`src/rtl/wb_stage_if.sv`:
```
// MEM-to-WB handshake, data-memory return and register-file write port.
interface wb_stage_if;
    logic        in_valid;
    logic        in_ready;
    logic        in_wb_en;
    logic        in_mem_r_en;
    logic [4:0]  in_dest;
    logic [31:0] in_alu_result;
    logic        dmem_rvalid;
    logic [31:0] dmem_rdata;
    logic        WB_EN;
    logic [4:0]  WB_Dest;
    logic [31:0] WB_Data;
    logic        load_err;
    logic [31:0] retire_cnt;

    modport master (
        output in_valid, in_wb_en, in_mem_r_en, in_dest, in_alu_result,
               dmem_rvalid, dmem_rdata,
        input  in_ready, WB_EN, WB_Dest, WB_Data, load_err, retire_cnt
    );

    modport slave (
        input  in_valid, in_wb_en, in_mem_r_en, in_dest, in_alu_result,
               dmem_rvalid, dmem_rdata,
        output in_ready, WB_EN, WB_Dest, WB_Data, load_err, retire_cnt
    );
endinterface

```
`src/rtl/wb_stage.sv`:
```
// Write-back stage: registers ALU results, waits on load returns with a
// bounded timeout, and keeps a wrapping retired-instruction counter.
module wb_stage #(
    parameter int TIMEOUT = 15
) (
    input  logic       clk,
    input  logic       rst,
    wb_stage_if.slave  bus
);
    if (TIMEOUT < 1 || TIMEOUT > 255) begin : g_bad_timeout
        $error("wb_stage: TIMEOUT out of range 1..255");
    end

    localparam logic [7:0] TMO = 8'(TIMEOUT);

    typedef enum logic {IDLE, WAIT} state_t;

    state_t      state_q, state_d;
    logic [7:0]  tmo_q, tmo_d;
    logic [4:0]  ld_dest_q, ld_dest_d;
    logic        ld_wb_q, ld_wb_d;
    logic        wb_en_q, wb_en_d;
    logic [4:0]  dest_q, dest_d;
    logic [31:0] data_q, data_d;
    logic        err_q, err_d;
    logic [31:0] cnt_q;
    logic        retire;

    always_ff @(posedge clk) begin
        if (rst) begin
            state_q   <= IDLE;
            tmo_q     <= '0;
            ld_dest_q <= '0;
            ld_wb_q   <= 1'b0;
            wb_en_q   <= 1'b0;
            dest_q    <= '0;
            data_q    <= '0;
            err_q     <= 1'b0;
            cnt_q     <= '0;
        end else begin
            state_q   <= state_d;
            tmo_q     <= tmo_d;
            ld_dest_q <= ld_dest_d;
            ld_wb_q   <= ld_wb_d;
            wb_en_q   <= wb_en_d;
            dest_q    <= dest_d;
            data_q    <= data_d;
            err_q     <= err_d;
            if (retire) cnt_q <= cnt_q + 32'd1;
        end
    end

    always_comb begin
        state_d   = state_q;
        tmo_d     = tmo_q;
        ld_dest_d = ld_dest_q;
        ld_wb_d   = ld_wb_q;
        wb_en_d   = 1'b0;
        dest_d    = dest_q;
        data_d    = data_q;
        err_d     = 1'b0;
        retire    = 1'b0;
        case (state_q)
            IDLE: begin
                if (bus.in_valid) begin
                    if (bus.in_mem_r_en) begin
                        ld_dest_d = bus.in_dest;
                        ld_wb_d   = bus.in_wb_en;
                        tmo_d     = '0;
                        state_d   = WAIT;
                    end else begin
                        wb_en_d = bus.in_wb_en;
                        dest_d  = bus.in_dest;
                        data_d  = bus.in_alu_result;
                        retire  = 1'b1;
                    end
                end
            end
            WAIT: begin
                // A return on the expiry edge takes priority over the timeout.
                if (bus.dmem_rvalid) begin
                    wb_en_d = ld_wb_q;
                    dest_d  = ld_dest_q;
                    data_d  = bus.dmem_rdata;
                    retire  = 1'b1;
                    state_d = IDLE;
                end else if (tmo_q + 8'd1 == TMO) begin
                    err_d   = 1'b1;
                    state_d = IDLE;
                end else begin
                    tmo_d = tmo_q + 8'd1;
                end
            end
            default: state_d = IDLE;
        endcase
    end

    assign bus.in_ready   = (state_q == IDLE);
    assign bus.WB_EN      = wb_en_q;
    assign bus.WB_Dest    = dest_q;
    assign bus.WB_Data    = data_q;
    assign bus.load_err   = err_q;
    assign bus.retire_cnt = cnt_q;
endmodule

```
`src/flat_wrapper.sv`:
```
// flat-port wrapper written by rule: the top's interface ports become plain ports
module wb_stage_flat 
#(
    parameter int TIMEOUT = 15
)
  (clk, rst, bus_in_valid, bus_in_wb_en, bus_in_mem_r_en, bus_in_dest, bus_in_alu_result, bus_dmem_rvalid, bus_dmem_rdata, bus_in_ready, bus_WB_EN, bus_WB_Dest, bus_WB_Data, bus_load_err, bus_retire_cnt);
  wb_stage_if bus_i ();
  input  logic clk;
  input  logic rst;
  input wire logic [$bits(bus_i.in_valid)-1:0] bus_in_valid;
  input wire logic [$bits(bus_i.in_wb_en)-1:0] bus_in_wb_en;
  input wire logic [$bits(bus_i.in_mem_r_en)-1:0] bus_in_mem_r_en;
  input wire logic [$bits(bus_i.in_dest)-1:0] bus_in_dest;
  input wire logic [$bits(bus_i.in_alu_result)-1:0] bus_in_alu_result;
  input wire logic [$bits(bus_i.dmem_rvalid)-1:0] bus_dmem_rvalid;
  input wire logic [$bits(bus_i.dmem_rdata)-1:0] bus_dmem_rdata;
  output wire logic [$bits(bus_i.in_ready)-1:0] bus_in_ready;
  output wire logic [$bits(bus_i.WB_EN)-1:0] bus_WB_EN;
  output wire logic [$bits(bus_i.WB_Dest)-1:0] bus_WB_Dest;
  output wire logic [$bits(bus_i.WB_Data)-1:0] bus_WB_Data;
  output wire logic [$bits(bus_i.load_err)-1:0] bus_load_err;
  output wire logic [$bits(bus_i.retire_cnt)-1:0] bus_retire_cnt;
  assign bus_i.in_valid = bus_in_valid;
  assign bus_i.in_wb_en = bus_in_wb_en;
  assign bus_i.in_mem_r_en = bus_in_mem_r_en;
  assign bus_i.in_dest = bus_in_dest;
  assign bus_i.in_alu_result = bus_in_alu_result;
  assign bus_i.dmem_rvalid = bus_dmem_rvalid;
  assign bus_i.dmem_rdata = bus_dmem_rdata;
  assign bus_in_ready = bus_i.in_ready;
  assign bus_WB_EN = bus_i.WB_EN;
  assign bus_WB_Dest = bus_i.WB_Dest;
  assign bus_WB_Data = bus_i.WB_Data;
  assign bus_load_err = bus_i.load_err;
  assign bus_retire_cnt = bus_i.retire_cnt;
  wb_stage #(.TIMEOUT(TIMEOUT)) u_core (.clk(clk), .rst(rst), .bus(bus_i));
endmodule
```
`config.mk`:
```
export PLATFORM = sky130hd
export DESIGN_NAME = wb_stage_flat
export DESIGN_NICKNAME = d
export VERILOG_FILES = /design/src/rtl/wb_stage_if.sv /design/src/rtl/wb_stage.sv /design/src/flat_wrapper.sv
export SDC_FILE = /design/constraint.sdc
export NUM_CORES = 1
export LEC_CHECK = 0
export CAP_MARGIN = 30
export CORE_MARGIN = 2
export CORE_UTILIZATION = 49
export DETAILED_ROUTE_END_ITERATION = 16
export PLACE_DENSITY_LB_ADDON = 0.1
export SLEW_MARGIN = 20
export SYNTH_ARGS = -nofsm -noshare
export SYNTH_HDL_FRONTEND = slang
export SYNTH_SLANG_ARGS = --single-unit
```
`constraint.sdc`:
```
create_clock -name clk -period 5.76 [get_ports clk]
set_clock_uncertainty 0.05 [all_clocks]
set_input_delay 0.864 -clock clk [delete_from_list [all_inputs] [get_ports clk]]
set_output_delay 0.864 -clock clk [all_outputs]
set_load 0.01 [all_outputs]
```
==> reports/results.ini, run 1 <==
[synthesis]
synth_async_sr_flop_share = 0
yosys.area.top_type_share = 0.418
ys_types = 52
syn_inst = 451
syn_area_per_cell_um2 = 9.13
yosysTopAreaCell = dfxtp_1
synth_seq_cells = 86
ys_top_cells_by_area = dfxtp_1 42%, mux2i_1 9.0%, a211oi_1 6.7%
yosysWarnings = 0
seq_area_frac_synth = 0.418
synth_edf_count = 0
yosys_most_used_dff = dfxtp_1
synth_nets = 529
netlist_area_mm2 = 0.00412

[floorplanning]
die_w_um = 95.7
die_area_mm2 = 0.00915
num_rows = 33
core_mm2 = 0.00818
die_y_um = 95.7
io-pin-count = 147
start_util = 0.504

[critical_path]
crit_path_start_kind = primary input
critical_path.cell_chain = clkdlybuf4s50_1 > or3b_4 > a21oi_1 > and4_1 > xnor2_1 > nor2_1
cp_max_fo = 11
worst-path-buf-inv = 1
cp.depth = 6
max_stage_delay_ns = 0.74
timing.critical_path.max_delay_family = simple AND/OR/NAND/NOR gates
rr_worst_depth = 6
worstSetupEndpointType = register
cpMaxStageDelayCell = a21oi_1
worst_ep_arrival_time_ns = 3.10
path_class = in -> reg
required_ns = 5.91

[placed_design]
gp_congestion = 0.841
dp_cells = 672
portBuffers = 146
dp.final_hpwl_um = 7400
postPlaceCellArea_mm2 = 0.00558

[finish]
synthToLayoutAreaGrowth_pct = 39.7
multi_input_area_mm2 = 0.00223
stdcell_count = 687
drive_above_1_share = 0.0567
fill_cells = 642
layout_commonest_cell = clkdlybuf4s50_1
antenna_cells = 0
nNetsFinal = 656
final_cell_area_mm2 = 0.00575
regArea_mm2 = 0.00172
mostFrequentLayoutCells = 145 x clkdlybuf4s50_1, 85 x dfxtp_1, 65 x nor2_1, 37 x mux2i_1, 37 x a211oi_1

[timing]
whs_ns = 0.417
period_minus_slack_ns = 2.95
relSlewSlack = 0.401
tns_ns = 0
rsz0062_at_grt = no
timing.fmax_ghz = 0.339
finalHoldViolations = 0
final_max_slew_viol_count = 0
post-route-period-util = 0.512
tightest_slew_ns = 0.899
finalSetupViolCount = 0

[drt]
routedWlPerCell_um = 15.0
vias_per_cell = 5.49
drc = 0
first_iter_violations = 134
drt-total-wl_um = 10300
drt_first_pass_iters = 4
antenna_left = 0
dr_total_vias = 3775

[cts]
cts_resized = 0
post_cts_buffers = 0
cts_buffers = 9
cts_root_buf = clkbuf_8
clkSinkCount = 86
clk_latency_ns = 0.35
clk_path_buf_depth = 2
clk_pin_slew_ns = 0.08
htree_levels = 3
hold_buffers = 0
cts_tree = yes

[global_route]
antenna_found_initial = 0
grt_pass1_vias = 3457
gr-usage-all-layers = 0.228
gr-total-overflow = 0
grt_max_degree = 80
grt_pass1_wl_um = 16400

[job]
max_cap_violations = 0

[pwr]
fin_total_pwr_mw = 1.23
p_leak_nw = 2.02
peakVddDrop_mv = 0.118
power_density_mw_per_mm2 = 213

[outcome]
status = finished, final reports clean

[hold_path]
hold_path.class = reg -> reg
whs_path_depth = 2

[per-layer routing]
metal,global-route usage,share of wire
met1,0.290,0.42
met4,0.0679,0.015
met3,0.0814,0.073
met5,0,0
met2,0.362,0.49
[logic make-up (layout without fill, tap and decap cells)]
family	after synthesis	count (layout)	share of synthesized area
muxes	38	38	0.0927
AOI/OAI and AO/OA	75	75	0.143
xor gates and xnor gates	24	24	0.0511
buffers and inverters	36	167	0.0401
DFF	86	86	0.418
and+or+nand+nor	189	189	0.246
adders and majority gates	3	3	0.00912
[report_power, final]
part | internal [mW] | leakage (nW) | switching [mW]
Sequential | 0.621 | 0.702 | 0.0165
Combinational | 0.118 | 1.23 | 0.0916
Clock | 0.176 | 0.0910 | 0.205
Total | 0.915 | 2.02 | 0.313
[registers in the layout, summed over array words and instances (netlist names)]
name	flops
u_core.bus.WB_Data	32
u_core.bus.WB_Dest	5
u_core.bus.WB_EN	1
u_core.bus.load_err	1
u_core.bus.retire_cnt	32
u_core.ld_dest_q	5
u_core.ld_wb_q	1
u_core.state_q	1
u_core.tmo_q	8
[cells in the mapped netlist (2+ instances only)]
cell / n
and3_1: 7
nand4_1: 12
or4_1: 9
o21ai_0: 6
dfxtp_1: 86
nor2b_1: 7
and4_1: 7
o22ai_1: 2
a21o_1: 3
nand3_1: 12
ha_1: 3
buf_1: 2
nand2b_1: 5
buf_4: 2
nor3b_1: 2
mux2i_1: 37
o311ai_1: 2
xor2_1: 21
a21bo_2: 2
nor2_1: 65
inv_1: 3
nand2_1: 32
nor3_1: 8
a211oi_1: 37
a2111oi_4: 3
nand4b_1: 4
and2_1: 4
buf_2: 12
a311oi_1: 2
clkbuf_1: 16
xnor2_1: 3
nand4_2: 2
nor4b_1: 3
nand3b_1: 2
a21oi_1: 11
[per-stage QoR]
stage | worst slack [ns] | utilization
2_1_floorplan | 3.57 | -
3_3_place_gp | 2.58 | 0.682
3_5_place_dp | 2.49 | 0.682
4_1_cts | 2.86 | 0.704
5_1_grt | 2.74 | 0.704
6_report | 2.81 | 0.704
[area by class of cell]
cell class | count | share of cell area
timing repair buffer | 149 | 0.257
clock buffer | 11 | 0.0263
sequential | 86 | 0.300
clock inverter | 4 | 0.00392
multi-input combinational | 329 | 0.388
tap | 105 | 0.0228
inverter | 3 | 0.00196
[path summary, 6_finish.rpt]
path,slack [ns],start,end
setup / recovery,2.81,bus_in_valid,u_core.bus.retire_cnt[5]$_SDFFE_PP0P_
hold / removal,0.42,u_core.ld_dest_q[1]$_SDFFE_PP0P_,u_core.ld_dest_q[1]$_SDFFE_PP0P_
setup reg to reg,3.35,u_core.tmo_q[0]$_SDFFE_PP0P_,u_core.tmo_q[7]$_SDFFE_PP0P_
hold reg to reg,0.42,u_core.ld_dest_q[1]$_SDFFE_PP0P_,u_core.ld_dest_q[1]$_SDFFE_PP0P_
[worst reg2reg max path, delay by kind of cell (launching register included)]
family / cells / cell delay (ns)
compound gates: 3 / 0.66
fa+ha+maj: 1 / 0.36
flops: 1 / 0.57
simple gates: 2 / 0.67
Power figures use the tool's default switching activity.
==> inputs of run 2 (changes only) <==
--- a/config.mk
+++ b/config.mk
@@ -7,7 +7,7 @@
 export LEC_CHECK = 0
 export CAP_MARGIN = 30
 export CORE_MARGIN = 2
-export CORE_UTILIZATION = 49
+export CORE_UTILIZATION = 45
 export DETAILED_ROUTE_END_ITERATION = 16
 export PLACE_DENSITY_LB_ADDON = 0.1
 export SLEW_MARGIN = 20
==> constraint.sdc (replaced) <==
create_clock -name clk -period 2.8 [get_ports clk]
set_clock_uncertainty 0.05 [all_clocks]
set_input_delay 0.42 -clock clk [delete_from_list [all_inputs] [get_ports clk]]
set_output_delay 0.42 -clock clk [all_outputs]
set_load 0.01 [all_outputs]
==> reports/results.ini, run 2 (synthesis gave the netlist of run 1 again) <==
[timing]
finalHoldViolations = 0  ; unchanged
rsz0062_at_grt = no
relSlewSlack = 0.592  ; +0.191
whs_ns = 0.408  ; -0.00943 ns
post-route-period-util = 0.887
tightest_slew_ns = 0.609  ; -0.289 ns
final_max_slew_viol_count = 0  ; unchanged
tns_ns = 0  ; unchanged
finalSetupViolCount = 0  ; unchanged
timing.fmax_ghz = 0.402
period_minus_slack_ns = 2.48

[cts]
hold_buffers = 0  ; unchanged
clkSinkCount = 86  ; unchanged
cts_buffers = 9  ; unchanged
cts_resized = 0  ; unchanged
clk_path_buf_depth = 2  ; unchanged
clk_latency_ns = 0.35  ; about the same
clk_pin_slew_ns = 0.08  ; about the same
cts_tree = yes
cts_root_buf = clkbuf_8
htree_levels = 3  ; unchanged
post_cts_buffers = 0  ; unchanged

[floorplanning]
io-pin-count = 147  ; unchanged
start_util = 0.468  ; -0.0361
core_mm2 = 0.00881  ; +7.7%
die_w_um = 99.7  ; +4.2%
die_area_mm2 = 0.00993  ; +8.5%
num_rows = 34  ; +3.0%
die_y_um = 99.7  ; +4.2%

[drt]
dr_total_vias = 3757  ; -0.48%
first_iter_violations = 100  ; -25%
drt-total-wl_um = 10600  ; +2.5%
antenna_left = 0  ; unchanged
routedWlPerCell_um = 15.3  ; +1.5%
drt_first_pass_iters = 4  ; unchanged
vias_per_cell = 5.41  ; -1.5%
drc = 0  ; unchanged

[critical_path]
crit_path_start_kind = register
cp_max_fo = 10  ; -1
required_ns = 2.99  ; -2.92 ns
worst_ep_arrival_time_ns = 2.67  ; -0.43 ns
timing.critical_path.max_delay_family = simple AND/OR/NAND/NOR gates
worst-path-buf-inv = 0  ; -1
rr_worst_depth = 6  ; unchanged
path_class = reg -> reg
critical_path.cell_chain = ha_1 > and3_1 > a311oi_1 > nor3_2 > o21a_1 > mux2_2
worstSetupEndpointType = register
cpMaxStageDelayCell = dfxtp_1
cp.depth = 6  ; unchanged
max_stage_delay_ns = 0.57  ; -0.17 ns

[global_route]
gr-usage-all-layers = 0.208  ; -0.0194
grt_max_degree = 83  ; +3.8%
grt_pass1_wl_um = 16900  ; +2.9%
gr-total-overflow = 0  ; unchanged
antenna_found_initial = 0  ; unchanged
grt_pass1_vias = 3439  ; -0.52%

[finish]
synthToLayoutAreaGrowth_pct = 41.8
drive_above_1_share = 0.0597  ; +0.00303
antenna_cells = 0  ; unchanged
mostFrequentLayoutCells = 145 x clkdlybuf4s50_1, 85 x dfxtp_1, 65 x nor2_1, 37 x mux2i_1, 37 x a211oi_1
layout_commonest_cell = clkdlybuf4s50_1
nNetsFinal = 659  ; +0.46%

[hold_path]
whs_path_depth = 2  ; unchanged
hold_path.class = reg -> reg

[job]
max_cap_violations = 0  ; unchanged

[outcome]
status = finished, final reports clean

[placed_design]
portBuffers = 146  ; unchanged
gp_congestion = 0.845  ; +0.51%
dp.final_hpwl_um = 7530  ; +1.7%

[pwr]
p_leak_nw = 2.05  ; +1.8%
fin_total_pwr_mw = 2.65  ; +120%
power_density_mw_per_mm2 = 453  ; +110%
peakVddDrop_mv = 0.227  ; +92%

-- run 2: layout make-up --
class | count | area (µm²)
Fill cell | 739 | 2970
Multi-Input combinational cell | 329 | 2230
Sequential cell | 86 | 1720
Timing Repair Buffer | 152 | 1530
Clock buffer | 12 | 145
Tap cell | 108 | 135
Clock inverter | 4 | 56.3
Inverter | 3 | 11.3
-- run 2: power breakdown --
part | internal, mW | total [mW] | switching, mW
registers | 1.28 | 1.31 | 0.0341
logic | 0.250 | 0.440 | 0.189
clock network | 0.443 | 0.894 | 0.450
total | 1.97 | 2.65 | 0.674
-- run 2: worst reg2reg max path, cell delays in order (launching register included) --
cell and delay, ns:
dfxtp_1 0.57, ha_1 0.38, and3_1 0.21, a311oi_1 0.12, nor3_2 0.49, o21a_1 0.24, mux2_2 0.33
-- run 2: per-layer routing --
metal | global-route usage | part of all wire | vias up
met3 | 0.0527 | 0.055 | 10
met4 | 0.0643 | 0.011 | 0
met2 | 0.334 | 0.49 | 89
li1 | - | - | 1895
met1 | 0.277 | 0.45 | 1763
met5 | 0 | 0 | -
-- run 2: per-stage QoR --
step                std cells  area, µm²  utilization  setup slack [ns]
floorplan                 451       4120            -             0.727
global placement          677       5610        0.637             0.391
CTS                       693       5810        0.660             0.336
finish                    694       5840        0.663             0.315
detailed placement        677       5610        0.637             0.330
global route              694       5840        0.663             0.214
-- run 2: worst paths after layout --
path / from / to / slack (ns)
hold reg to reg: u_core.ld_dest_q[3]$_SDFFE_PP0P_ / u_core.ld_dest_q[3]$_SDFFE_PP0P_ / 0.41
setup / recovery: u_core.tmo_q[1]$_SDFFE_PP0P_ / u_core.tmo_q[1]$_SDFFE_PP0P_ / 0.32
setup reg to reg: u_core.tmo_q[1]$_SDFFE_PP0P_ / u_core.tmo_q[1]$_SDFFE_PP0P_ / 0.32
hold / removal: u_core.ld_dest_q[3]$_SDFFE_PP0P_ / u_core.ld_dest_q[3]$_SDFFE_PP0P_ / 0.41
==> inputs of run 3 (changes only) <==
--- a/config.mk
+++ b/config.mk
@@ -5,9 +5,10 @@
 export SDC_FILE = /design/constraint.sdc
 export NUM_CORES = 1
 export LEC_CHECK = 0
-export CAP_MARGIN = 30
+export CAP_MARGIN = 15
 export CORE_MARGIN = 2
 export CORE_UTILIZATION = 45
+export CTS_CLUSTER_DIAMETER = 120
 export DETAILED_ROUTE_END_ITERATION = 16
 export PLACE_DENSITY_LB_ADDON = 0.1
 export SLEW_MARGIN = 20
==> reports/results.ini, run 3 (synthesis gave the netlist of run 1 again) <==
[floorplanning]
die_y_um = 99.7  ; unchanged
io-pin-count = 147  ; unchanged
die_area_mm2 = 0.00993  ; unchanged
die_w_um = 99.7  ; unchanged
core_mm2 = 0.00881  ; unchanged
num_rows = 34  ; unchanged
start_util = 0.468  ; unchanged

[timing]
finalHoldViolations = 0  ; unchanged
post-route-period-util = 0.883  ; -0.00434
final_max_slew_viol_count = 0  ; unchanged
relSlewSlack = 0.330  ; -0.262
setup_ws_ns = 0.328  ; +0.0122 ns
whs_ns = 0.408  ; +0.000204 ns
timing.fmax_ghz = 0.404  ; +0.49%
finalSetupViolCount = 0  ; unchanged
tns_ns = 0  ; unchanged
tightest_slew_ns = 1.00  ; +0.396 ns
rsz0062_at_grt = no
period_minus_slack_ns = 2.47  ; -0.0122 ns

[critical_path]
r2r_slack_ns = 0.33  ; about the same
cp_max_fo = 10  ; unchanged
r2r_end = u_core.tmo_q[1]$_SDFFE_PP0P_
cpMaxStageDelayCell = dfxtp_1
worst-path-buf-inv = 0  ; unchanged
path_class = reg -> reg
required_ns = 2.99  ; about the same
rr_worst_depth = 6  ; unchanged
r2r-start = u_core.tmo_q[1]$_SDFFE_PP0P_
crit_path_start_kind = register
timing.critical_path.max_delay_family = simple AND/OR/NAND/NOR gates
max_stage_delay_ns = 0.57  ; about the same
critical_path.cell_chain = ha_1 > and3_1 > a311oi_1 > nor3_2 > o21a_1 > mux2_2
cp.depth = 6  ; unchanged
worst_ep_arrival_time_ns = 2.66  ; about the same
worstSetupEndpointType = register

[placed_design]
postPlaceCellArea_mm2 = 0.00561  ; unchanged
gp_congestion = 0.845  ; unchanged
portBuffers = 146  ; unchanged
place_ws_ns = 0.330  ; unchanged
dp.final_hpwl_um = 7530  ; unchanged
dp_cells = 677  ; unchanged

[finish]
fill_cells = 743  ; +0.54%
drive_above_1_share = 0.0581  ; -0.00161
final_util = 0.660  ; -0.00313
synthToLayoutAreaGrowth_pct = 41.1
mostFrequentLayoutCells = 145 x clkdlybuf4s50_1, 85 x dfxtp_1, 65 x nor2_1, 37 x mux2i_1, 37 x a211oi_1
layout_commonest_cell = clkdlybuf4s50_1
antenna_cells = 0  ; unchanged
multi_input_area_mm2 = 0.00223  ; unchanged
final_cell_area_mm2 = 0.00581  ; -0.47%
stdcell_count = 693  ; -0.14%
nNetsFinal = 658  ; -0.15%
regArea_mm2 = 0.00172  ; unchanged

[cts]
cts_buffers = 9  ; unchanged
clk_path_buf_depth = 2  ; unchanged
clkSinkCount = 86  ; unchanged
cts_resized = 0  ; unchanged
post_cts_buffers = 0  ; unchanged
clk_latency_ns = 0.35  ; about the same
htree_levels = 3  ; unchanged
clk_pin_slew_ns = 0.08  ; about the same
cts_root_buf = clkbuf_8
hold_buffers = 0  ; unchanged
cts_tree = yes

[pwr]
clockPowerShare = 0.339  ; about the same
p_leak_nw = 2.04  ; -0.62%
p_comb_frac = 0.165  ; about the same
peakVddDrop_mv = 0.227  ; about the same
p_sw_mw = 0.674  ; about the same
pwr-share-seq = 0.497  ; about the same
power_density_mw_per_mm2 = 455  ; +0.35%
p_int_mw = 1.97  ; -0.19%
fin_total_pwr_mw = 2.64  ; -0.12%
p_sw_frac = 0.255  ; +0.000469

[hold_path]
hold_path.class = reg -> reg
holdPathEnd = u_core.ld_dest_q[4]$_SDFFE_PP0P_
min_from = u_core.ld_dest_q[4]$_SDFFE_PP0P_
whs_path_depth = 2  ; unchanged

[drt]
dr_total_vias = 3758  ; +0.027%
drt-total-wl_um = 10600  ; -0.44%
drc = 0  ; unchanged
vias_per_cell = 5.42  ; +0.17%
drt_first_pass_iters = 4  ; unchanged
first_iter_violations = 97  ; -3.0%
routedWlPerCell_um = 15.2  ; -0.30%
antenna_left = 0  ; unchanged

[global_route]
grt_max_degree = 83  ; unchanged
gr-usage-all-layers = 0.208  ; unchanged
grt_pass1_wl_um = 16900  ; unchanged
gr-total-overflow = 0  ; unchanged
grt_pass1_vias = 3439  ; unchanged
antenna_found_initial = 0  ; unchanged

[job]
max_cap_violations = 0  ; unchanged

[outcome]
status = finished, final reports clean

-- run 3: power by group through the flow --
stage          Combinational [mW]  Sequential, mW  Clock (mW)
3_5_place_dp                0.438            1.34           0
5_1_grt                     0.471            1.32       0.963
4_1_cts                     0.440            1.31       0.911
2_1_floorplan               0.177            1.36           0
3_3_place_gp                0.431            1.34           0
6_report                    0.435            1.31       0.895
-- run 3: tightest hold or removal path: cells and delay by family, from the launching register on --
| family | cells | cell delay (ns) |
|---|---|---|
| AO/OA/AOI/OAI | 1 | 0.05 |
| flip-flops | 1 | 0.32 |
| AND/OR/NAND/NOR | 1 | 0.05 |
-- run 3: cell type report --
| class | count | area share |
|---|---|---|
| multi-input cells | 329 | 0.384 |
| flip-flops and latches | 86 | 0.297 |
| repair buffers | 151 | 0.259 |
| clock buffers | 12 | 0.0250 |
| well taps | 108 | 0.0233 |
| clock inverters | 4 | 0.00969 |
| inverters | 3 | 0.00194 |
-- run 3: metal layers --
layer,global-route usage,vias to the layer above,share of wire
li1,-,1893,-
met1,0.277,1747,0.44
met2,0.334,110,0.49
met3,0.0527,8,0.061
met4,0.0643,0,0.0098
met5,0,-,0
-- run 3: how the worst max path moves through the flow --
| stage | from | to |
|---|---|---|
| after floorplan | u_core.tmo_q[1]$_SDFFE_PP0P_ | u_core.tmo_q[1]$_SDFFE_PP0P_ |
| after global placement | bus_in_valid | u_core.bus.retire_cnt[8]$_SDFFE_PP0P_ |
| after detailed placement | bus_in_valid | u_core.bus.retire_cnt[4]$_SDFFE_PP0P_ |
| after CTS | u_core.tmo_q[1]$_SDFFE_PP0P_ | u_core.tmo_q[1]$_SDFFE_PP0P_ |
| after global routing | u_core.tmo_q[1]$_SDFFE_PP0P_ | u_core.tmo_q[1]$_SDFFE_PP0P_ |
| final | u_core.tmo_q[1]$_SDFFE_PP0P_ | u_core.tmo_q[1]$_SDFFE_PP0P_ |
